`config.mk`:
```
export PLATFORM = sky130hd
export DESIGN_NAME = de_pipe_reg
export DESIGN_NICKNAME = d
export VERILOG_FILES = /design/src/rtl/de_pipe_reg.sv
export SDC_FILE = /design/constraint.sdc
export NUM_CORES = 1
export LEC_CHECK = 0
export BUFFER_PORTS_ARGS = -buffer_cell sky130_fd_sc_hd__buf_2
export CORE_AREA = 2 2 141 143
export DETAILED_ROUTE_END_ITERATION = 7
export DIE_AREA = 0 0 143 145
export PLACE_DENSITY_LB_ADDON = 0.12
export SYNTH_ARGS = -nofsm -noshare
export SYNTH_HDL_FRONTEND = slang
export SYNTH_SLANG_ARGS = --single-unit
```
`constraint.sdc`:
```
create_clock -name clk -period 3.8 [get_ports clk]
set_input_delay 0.19 -clock clk [delete_from_list [all_inputs] [get_ports clk]]
set_output_delay 0.19 -clock clk [all_outputs]
set_load 0.05 [all_outputs]
```
`src/rtl/de_pipe_reg.sv`:
```
// D->E pipeline register of the 5-stage core: inserts bubbles on data or MDU stalls,
// issues a one-cycle MDU start per mult/div, and keeps saturating stall/bubble counters.
module de_pipe_reg #(
    parameter int DW = 32,
    parameter int CW = 16
) (
    input  logic          clk,
    input  logic          reset,
    input  logic [DW-1:0] D_instr,
    input  logic [DW-1:0] D_pc,
    input  logic [DW-1:0] D_rs_data,
    input  logic [DW-1:0] D_rt_data,
    input  logic [DW-1:0] D_ext,
    input  logic [3:0]    D_mduop,
    input  logic          D_valid,
    input  logic          Stall_data,
    input  logic          Stall_mdu,
    output logic          D_stall,
    output logic [DW-1:0] E_instr,
    output logic [DW-1:0] E_pc,
    output logic [DW-1:0] E_rs_data,
    output logic [DW-1:0] E_rt_data,
    output logic [DW-1:0] E_ext,
    output logic [3:0]    E_mduop,
    output logic          E_start,
    output logic          E_valid,
    output logic [CW-1:0] stall_cnt,
    output logic [CW-1:0] bubble_cnt
);

    typedef enum logic [3:0] {
        MDU_NONE  = 4'd0,
        MDU_MULT  = 4'd1,
        MDU_MULTU = 4'd2,
        MDU_DIV   = 4'd3,
        MDU_DIVU  = 4'd4,
        MDU_MFHI  = 4'd5,
        MDU_MFLO  = 4'd6,
        MDU_MTHI  = 4'd7,
        MDU_MTLO  = 4'd8
    } mdu_op_t;

    localparam logic [CW-1:0] CNT_MAX = {CW{1'b1}};

    logic mdu_class;
    logic mdu_launch;
    logic mdu_hold;

    // Any op touching HI/LO must wait for the MDU; only mult/div actually start it.
    assign mdu_class  = D_valid && (D_mduop >= MDU_MULT) && (D_mduop <= MDU_MTLO);
    assign mdu_launch = D_valid && (D_mduop >= MDU_MULT) && (D_mduop <= MDU_DIVU);
    assign mdu_hold   = mdu_class && Stall_mdu;
    assign D_stall    = Stall_data || mdu_hold;

    // NOTE: the reset branch is in the sensitivity list so outputs clear without a clock edge.
    always_ff @(posedge clk or negedge reset) begin
        if (!reset) begin
            E_instr   <= '0;
            E_pc      <= '0;
            E_rs_data <= '0;
            E_rt_data <= '0;
            E_ext     <= '0;
            E_mduop   <= MDU_NONE;
            E_start   <= 1'b0;
            E_valid   <= 1'b0;
        end else if (D_stall) begin
            // NOTE: non-blocking assignments keep every register sampling pre-edge values.
            E_instr   <= '0;
            E_pc      <= '0;
            E_rs_data <= '0;
            E_rt_data <= '0;
            E_ext     <= '0;
            E_mduop   <= MDU_NONE;
            E_start   <= 1'b0;
            E_valid   <= 1'b0;
        end else begin
            E_instr   <= D_instr;
            E_pc      <= D_pc;
            E_rs_data <= D_rs_data;
            E_rt_data <= D_rt_data;
            E_ext     <= D_ext;
            E_mduop   <= D_valid ? D_mduop : MDU_NONE;
            E_start   <= mdu_launch;
            E_valid   <= D_valid;
        end
    end

    // Stalls are charged only to real instructions; every stall edge loads a bubble.
    always_ff @(posedge clk or negedge reset) begin
        if (!reset) begin
            stall_cnt  <= '0;
            bubble_cnt <= '0;
        end else begin
            if (D_stall && D_valid && (stall_cnt != CNT_MAX)) begin
                stall_cnt <= stall_cnt + CW'(1);
            end
            if (D_stall && (bubble_cnt != CNT_MAX)) begin
                bubble_cnt <= bubble_cnt + CW'(1);
            end
        end
    end

endmodule

```
==> results of run 1 <==
[layout make-up]
cell class	instances	area share, %
clock inverters	14	1.28
repair buffers	533	31.6
well taps	265	2.98
clock buffers	17	3.83
flip-flops and latches	198	44.6
diodes	1	0.0225
multi-input cells	264	15.7
inverters	1	0.0338
[metal layers]
| metal | GRT usage [%] | vias to the layer above | routed length [um] |
|---|---|---|---|
| li1 | - | 2596 | - |
| met1 | 21.9 | 2615 | 7750 |
| met2 | 32.5 | 239 | 9990 |
| met3 | 4.88 | 49 | 1220 |
| met4 | 9.06 | 0 | 676 |
| met5 | 0 | - | 0 |
[through the flow]
step	power, mW	cells	util [%]	hold WS [ps]	worst slack, ps
after floorplan	3.21	483	-	-106	1620
after global placement	3.57	1099	46.4	364	1580
after detailed placement	3.59	1099	46.4	372	1500
after CTS	5.45	1292	57.8	59.7	1500
after global routing	5.63	1292	57.8	78.4	1330
final	5.39	1293	57.8	84.4	1500
[final timing paths]
check / from / to / depth (start not counted)
max: D_mduop[3] / bubble_cnt[12]$_DFFE_PN0P_ / 7
min: D_valid / E_valid$_DFF_PN0_ / 2
max reg2reg: stall_cnt[8]$_DFFE_PN0P_ / stall_cnt[9]$_DFFE_PN0P_ / 5
min reg2reg: bubble_cnt[15]$_DFFE_PN0P_ / bubble_cnt[15]$_DFFE_PN0P_ / 1
max in group asynchronous: reset / E_rt_data[30]$_DFF_PN0_ / 3
min in group asynchronous: reset / E_rs_data[20]$_DFF_PN0_ / 2
[report_power, final]
part	internal, mW	switching [mW]
sequential	2.27	0.117
clock	0.870	0.846
combinational	0.414	0.878
[cell usage after synthesis]
cell type    n
o311ai_0     1
xor2_1       6
ha_1         2
o21ai_0      1
xnor2_1     23
a31oi_4      1
and4_1       2
nor3_1       2
nand2b_1     1
nand3_1     15
and2_1     162
nor2b_1      1
a32oi_1      1
dfrtp_1    198
and3_1      11
buf_6        1
o31ai_1      1
nor4bb_1     1
nand2_1     10
buf_4        1
nor4b_1      1
o311a_1      1
nor4_1       1
clkbuf_1    16
buf_2        2
mux2_4       1
a31oi_1      1
nand4_1      8
o21a_1       1
nand3b_1     1
mux2_2       1
nor2_1       5
o41a_1       1
or4_4        1
inv_2        1
[cells in the final DEF (no fill, tap or decap), types with 2 or more instances in the layout]
cell type	count
nand4_1	8
and4_1	2
and2_1	162
clkinv_4	5
dlygate4sd3_1	162
dfrtp_1	198
and3_1	11
nand3_1	15
nor3_1	2
xnor2_1	23
ha_1	2
xor2_1	6
buf_4	3
clkinv_8	2
buf_2	366
nor2_1	5
nand2_1	10
inv_8	4
clkbuf_16	17
[registers in the layout, summed over array words and instances (netlist names)]
name        count
E_pc           32
E_instr        32
E_valid         1
E_rs_data      32
E_start         1
E_ext          32
bubble_cnt     16
E_mduop         4
stall_cnt      16
E_rt_data      32
[logic make-up after synthesis]
group	synth area share, %
AOI/OAI and AO/OA	1.27
xor gates and xnor gates	3.74
adders and majority gates	0.369
buffers and inverters	1.36
DFF	73.0
muxes	0.387
and+or+nand+nor	19.9
[worst max-delay path: stages]
cell and delay (ps):
dlygate4sd3_1 530, buf_2 140, or4_4 530, a31oi_4 300, buf_4 530, nor4b_1 170
o21a_1 200
[timing repair]
action | in CTS | in global routing
hold buffers | 162 | 0
hold endpoints to repair | 269 | 0
buffers inserted | 0 | 0
gates resized for setup | 0 | 0
endpoints found under the setup margin | 0 | 0
==> results.md, run 1 <==
* Clock transition at path regs at 70 ps
* Die Footprint at 0.0207 mm^2
* Post-route cell area at 0.0111 mm^2
* Yosys reg bits at 198
* Die Ht at 145 um
* Fmax at 0.434 GHz
* HPWL Detailed at 13.4 mm
* Grt total ovfl at 0
* Area of the multi-input gates at 0.00174 mm^2
* Critical path required time at 4110 ps
* Slew Viols, Final at 0
* Clock tree buffer depth at 2
* CP max FO at 74
* # clock sinks at 198
* DRC Markers at 0
* Top cells by area, synth: dfrtp_1, and2_1, xnor2_1
* Critical Path AT at 2620 ps
* Distinct cells, synth at 35
* Placed Area at 0.00892 mm^2
* Total GRT Usage at 18.9%
* Worst-case vdd ir drop at 0.000626 V
* Crit share post-route at 60.7%
* Final WL at 19.6 mm
* Area growth from synthesis to layout at 63.7%
* Buffers on Ports at 367
* Io pins at 368
* Clock root buffer: clkbuf_16
* MaxCap Viol Count at 0
* TritonCTS clock tree: yes
* Yosys top cell by area: dfrtp_1
* Worst-Skew Late Latency at 420 ps
* First-pass GRT wire length at 30.4 mm
* Min Tclk post-route at 2300 ps
* Vias per cell at 4.25
* Worst hold path class: in -> reg
* Status: complete, no violations
* Vias in the first global route at 5943
* RD Place Congestion at 0.805
* Unrepaired setup endpoints after global routing: no
* Setup TNS at 0 ps
* CTS Buf Count at 17
* WL per Instance at 15.2 um
* Placeable core area at 0.0192 mm^2
* Clock skew at 9.18 ps
* Initial antenna violation count at 1
* Slew HR at 33.6%
* Mapped Area at 0.00679 mm^2
* Lkg Pwr at 5.89 nW
* Share of layout cells above drive strength 1 at 39.6%
* Final setup fails at 0
* Reg2reg setup slack at 1570 ps
* Yosys warns at 0
* Startpoint types: input port
* Hold Violations, Final at 0
* Top-area cell type share of the netlist area at 73.0%
* Drt pass-1 iters at 4
* Fillers at 1604
* CP Class: in -> reg
* Register area at 0.00495 mm^2
* Mapped Nets at 654
* ANT nets after route at 0
* Die width at 143 um
* Cell Pwr Density at 486 mW/mm^2
* Slew @ Worst Pin at 991 ps
* DR iter-0 viols at 185
* Final nets at 1186
* Row count at 51
* DR vias at 5499
* Synth Area per Inst at 14.1 um^2
* Starting Density at 35.3%
* Setup crit end kind: flip-flop
* H-tree lvl count at 4
* Largest net degree at the start of global routing at 111
* Post-Syn Instances at 483
* Sequential fraction of the synthesis area at 73.0%
No activity file was read; power rests on OpenSTA's default activity.
==> run 2: changes to the inputs <==
CORE_AREA = 2 2 143 145   (was 2 2 141 143)
DIE_AREA = 0 0 145 147   (was 0 0 143 145)
clock period = 2.3 ns   (was 3.8 ns; I/O delays follow)
==> run 2 against run 1 <==
Clock power up 69%. Utilization fell by 1.2 points. Clock skew about the same. Critical path type is now in -> out. Largest cell class unchanged. Highest routed layer unchanged.
==> results.md, run 2 (same netlist as run 1, synthesis figures left out) <==
* Status: complete, no violations (unchanged)
* Fillers at 1649 (was 1604)
* First-pass GRT wire length at 31.6 mm (was 30.4 mm)
* Area of the multi-input gates at 0.00174 mm^2 (unchanged)
* ANT nets after route at 0 (unchanged)
* Final WL at 20.3 mm (was 19.6 mm)
* Worst hold path class: in -> reg (unchanged)
* Slew Viols, Final at 0 (unchanged)
* DR iter-0 viols at 155 (was 185)
* CTS Buf Count at 17 (unchanged)
* Io pins at 368 (unchanged)
* Reg2reg setup slack at 330 ps (was 1570 ps)
* CP Class: in -> out (was in -> reg)
* WL per Instance at 15.5 um (was 15.2 um)
* CP max FO at 5 (was 74)
* Row count at 52 (was 51)
* Placeable core area at 0.0198 mm^2 (was 0.0192 mm^2)
* Share of layout cells above drive strength 1 at 39.7% (was 39.6%)
* Total GRT Usage at 19.1% (was 18.9%)
* Critical Path AT at 1980 ps (was 2620 ps)
* Reg2Reg Depth at 5 (unchanged)
* Commonest non-fill, non-tap cells in the layout: buf_2, dfrtp_1, dlygate4sd3_1 (was buf_2, dfrtp_1, and2_1, dlygate4sd3_1, xnor2_1)
* Hold Violations, Final at 0 (unchanged)
* Clock skew at 9.57 ps (was 9.18 ps)
* Register area at 0.00495 mm^2 (unchanged)
* Commonest non-fill, non-tap cell in the layout: buf_2 (unchanged)
* Crit path from: D_mduop[2] (was D_mduop[3])
* Die width at 145 um (was 143 um)
* HPWL Detailed at 14.1 mm (was 13.4 mm)
* RD Place Congestion at 0.834 (was 0.805)
* Grt total ovfl at 0 (unchanged)
* Setup TNS at 0 ps (unchanged)
* Critical path required time at 2180 ps (was 4110 ps)
* Clock tree buffer depth at 2 (unchanged)
* Cell Pwr Density at 801 mW/mm^2 (was 486 mW/mm^2)
* Drt pass-1 iters at 5 (was 4)
* Area growth from synthesis to layout at 65.7% (was 63.7%)
* Die Footprint at 0.0213 mm^2 (was 0.0207 mm^2)
* Worst-Skew Late Latency at 420 ps (about the same)
* Setup crit end kind: output port (was flip-flop)
* DRC Markers at 0 (unchanged)
* Clock root buffer: clkbuf_16 (unchanged)
* Clock transition at path regs at 70 ps (about the same)
* Largest net degree at the start of global routing at 79 (was 111)
* Initial antenna violation count at 1 (unchanged)
* Final nets at 1196 (was 1186)
* TritonCTS clock tree: yes (unchanged)
* Die Ht at 147 um (was 145 um)
* H-tree lvl count at 4 (unchanged)
* Crit share post-route at 90.9%
* Worst-case vdd ir drop at 0.000679 V (was 0.000626 V)
* Slew @ Worst Pin at 670 ps (was 991 ps)
* Final setup fails at 0 (unchanged)
* Vias in the first global route at 5945 (was 5943)
* Unrepaired setup endpoints after global routing: no (unchanged)
* FF-to-FF Start: bubble_cnt[0]$_DFFE_PN0P_ (was stall_cnt[8]$_DFFE_PN0P_)
* Starting Density at 34.2% (was 35.3%)
* Reg-to-Reg End: bubble_cnt[1]$_DFFE_PN0P_ (was stall_cnt[9]$_DFFE_PN0P_)
* Lkg Pwr at 5.95 nW (was 5.89 nW)
* Slew HR at 55.3% (was 33.6%)
* Critical Path Sink: D_stall (was bubble_cnt[12]$_DFFE_PN0P_)
* DR vias at 5516 (was 5499)
* Fmax at 0.478 GHz
* # clock sinks at 198 (unchanged)
* Min Tclk post-route at 2090 ps
* Vias per cell at 4.22 (was 4.25)
* Startpoint types: input port (unchanged)
* Buffers on Ports at 367 (unchanged)
* MaxCap Viol Count at 0 (unchanged)
* Layout Utilization at 56.7% (was 57.8%)
[run 2: cell count changes in the layout (fill, tap and decap cells not counted)]
cell           before  now
clkbuf_1            0    1
dlygate4sd3_1     162  166
clkinv_2            1    0
clkinvlp_4          1    3
buf_12              1    4
clkinv_8            2    1
bufinv_16           0    1
inv_8               4    3
clkinv_4            5    4
buf_4               3    6
[run 2: per-layer routing]
| layer | up-vias | GRT usage, % | wire length (um) |
|---|---|---|---|
| met2 | 214 | 34.8 | 10900 |
| met4 | 0 | 7.67 | 677 |
| met3 | 46 | 5.00 | 1040 |
| li1 | 2620 | - | - |
| met1 | 2636 | 21.2 | 7680 |
| met5 | - | 0 | 0 |
[run 2: what timing repair did]
item	in CTS	in global routing
hold endpoints to repair	238	1
buffers inserted	0	0
resized for setup	0	0
hold buffers	165	1
[run 2: critical path: stages]
cell and delay, ps:
dlygate4sd3_1 550, buf_2 160, or4_4 560, a31oi_4 280, inv_2 90, buf_2 220
[run 2: power breakdown]
group | total [mW] | switching [mW] | internal (mW)
registers | 3.95 | 0.195 | 3.75
clock network | 2.90 | 1.37 | 1.53
logic | 2.16 | 1.46 | 0.704
total | 9.01 | 3.03 | 5.98
[run 2: worst min-delay path by stage]
stage,start,endpoint,cells after the start
detailed placement,reset,bubble_cnt[3]$_DFFE_PN0P_,1
global route,Stall_data,E_pc[17]$_DFF_PN0_,4
CTS,D_mduop[2],E_mduop[2]$_DFF_PN0_,2
finish,Stall_data,E_pc[13]$_DFF_PN0_,4
global placement,reset,bubble_cnt[3]$_DFFE_PN0P_,1
floorplan,reset,E_ext[0]$_DFF_PN0_,0
[run 2: cell type report]
| cell class | instances | share of cell area, % |
|---|---|---|
| inverter | 1 | 0.0334 |
| tap | 270 | 3.00 |
| antenna | 1 | 0.0223 |
| timing repair buffer | 543 | 32.3 |
| multi-input combinational | 264 | 15.5 |
| clock inverter | 13 | 1.30 |
| clock buffer | 18 | 3.82 |
| sequential | 198 | 44.1 |
[run 2: per-stage QoR]
step | setup WS [ps] | total power, mW | hold slack (ps) | cells | area, um^2
after global routing | 174 | 9.42 | 267 | 1308 | 11200
after detailed placement | 344 | 5.95 | 191 | 1110 | 9010
final | 208 | 9.01 | 254 | 1308 | 11200
after CTS | 288 | 9.10 | 3.37 | 1306 | 11200
after global placement | 418 | 5.93 | 188 | 1110 | 9010
after floorplan | 122 | 5.31 | -181 | 483 | 6790
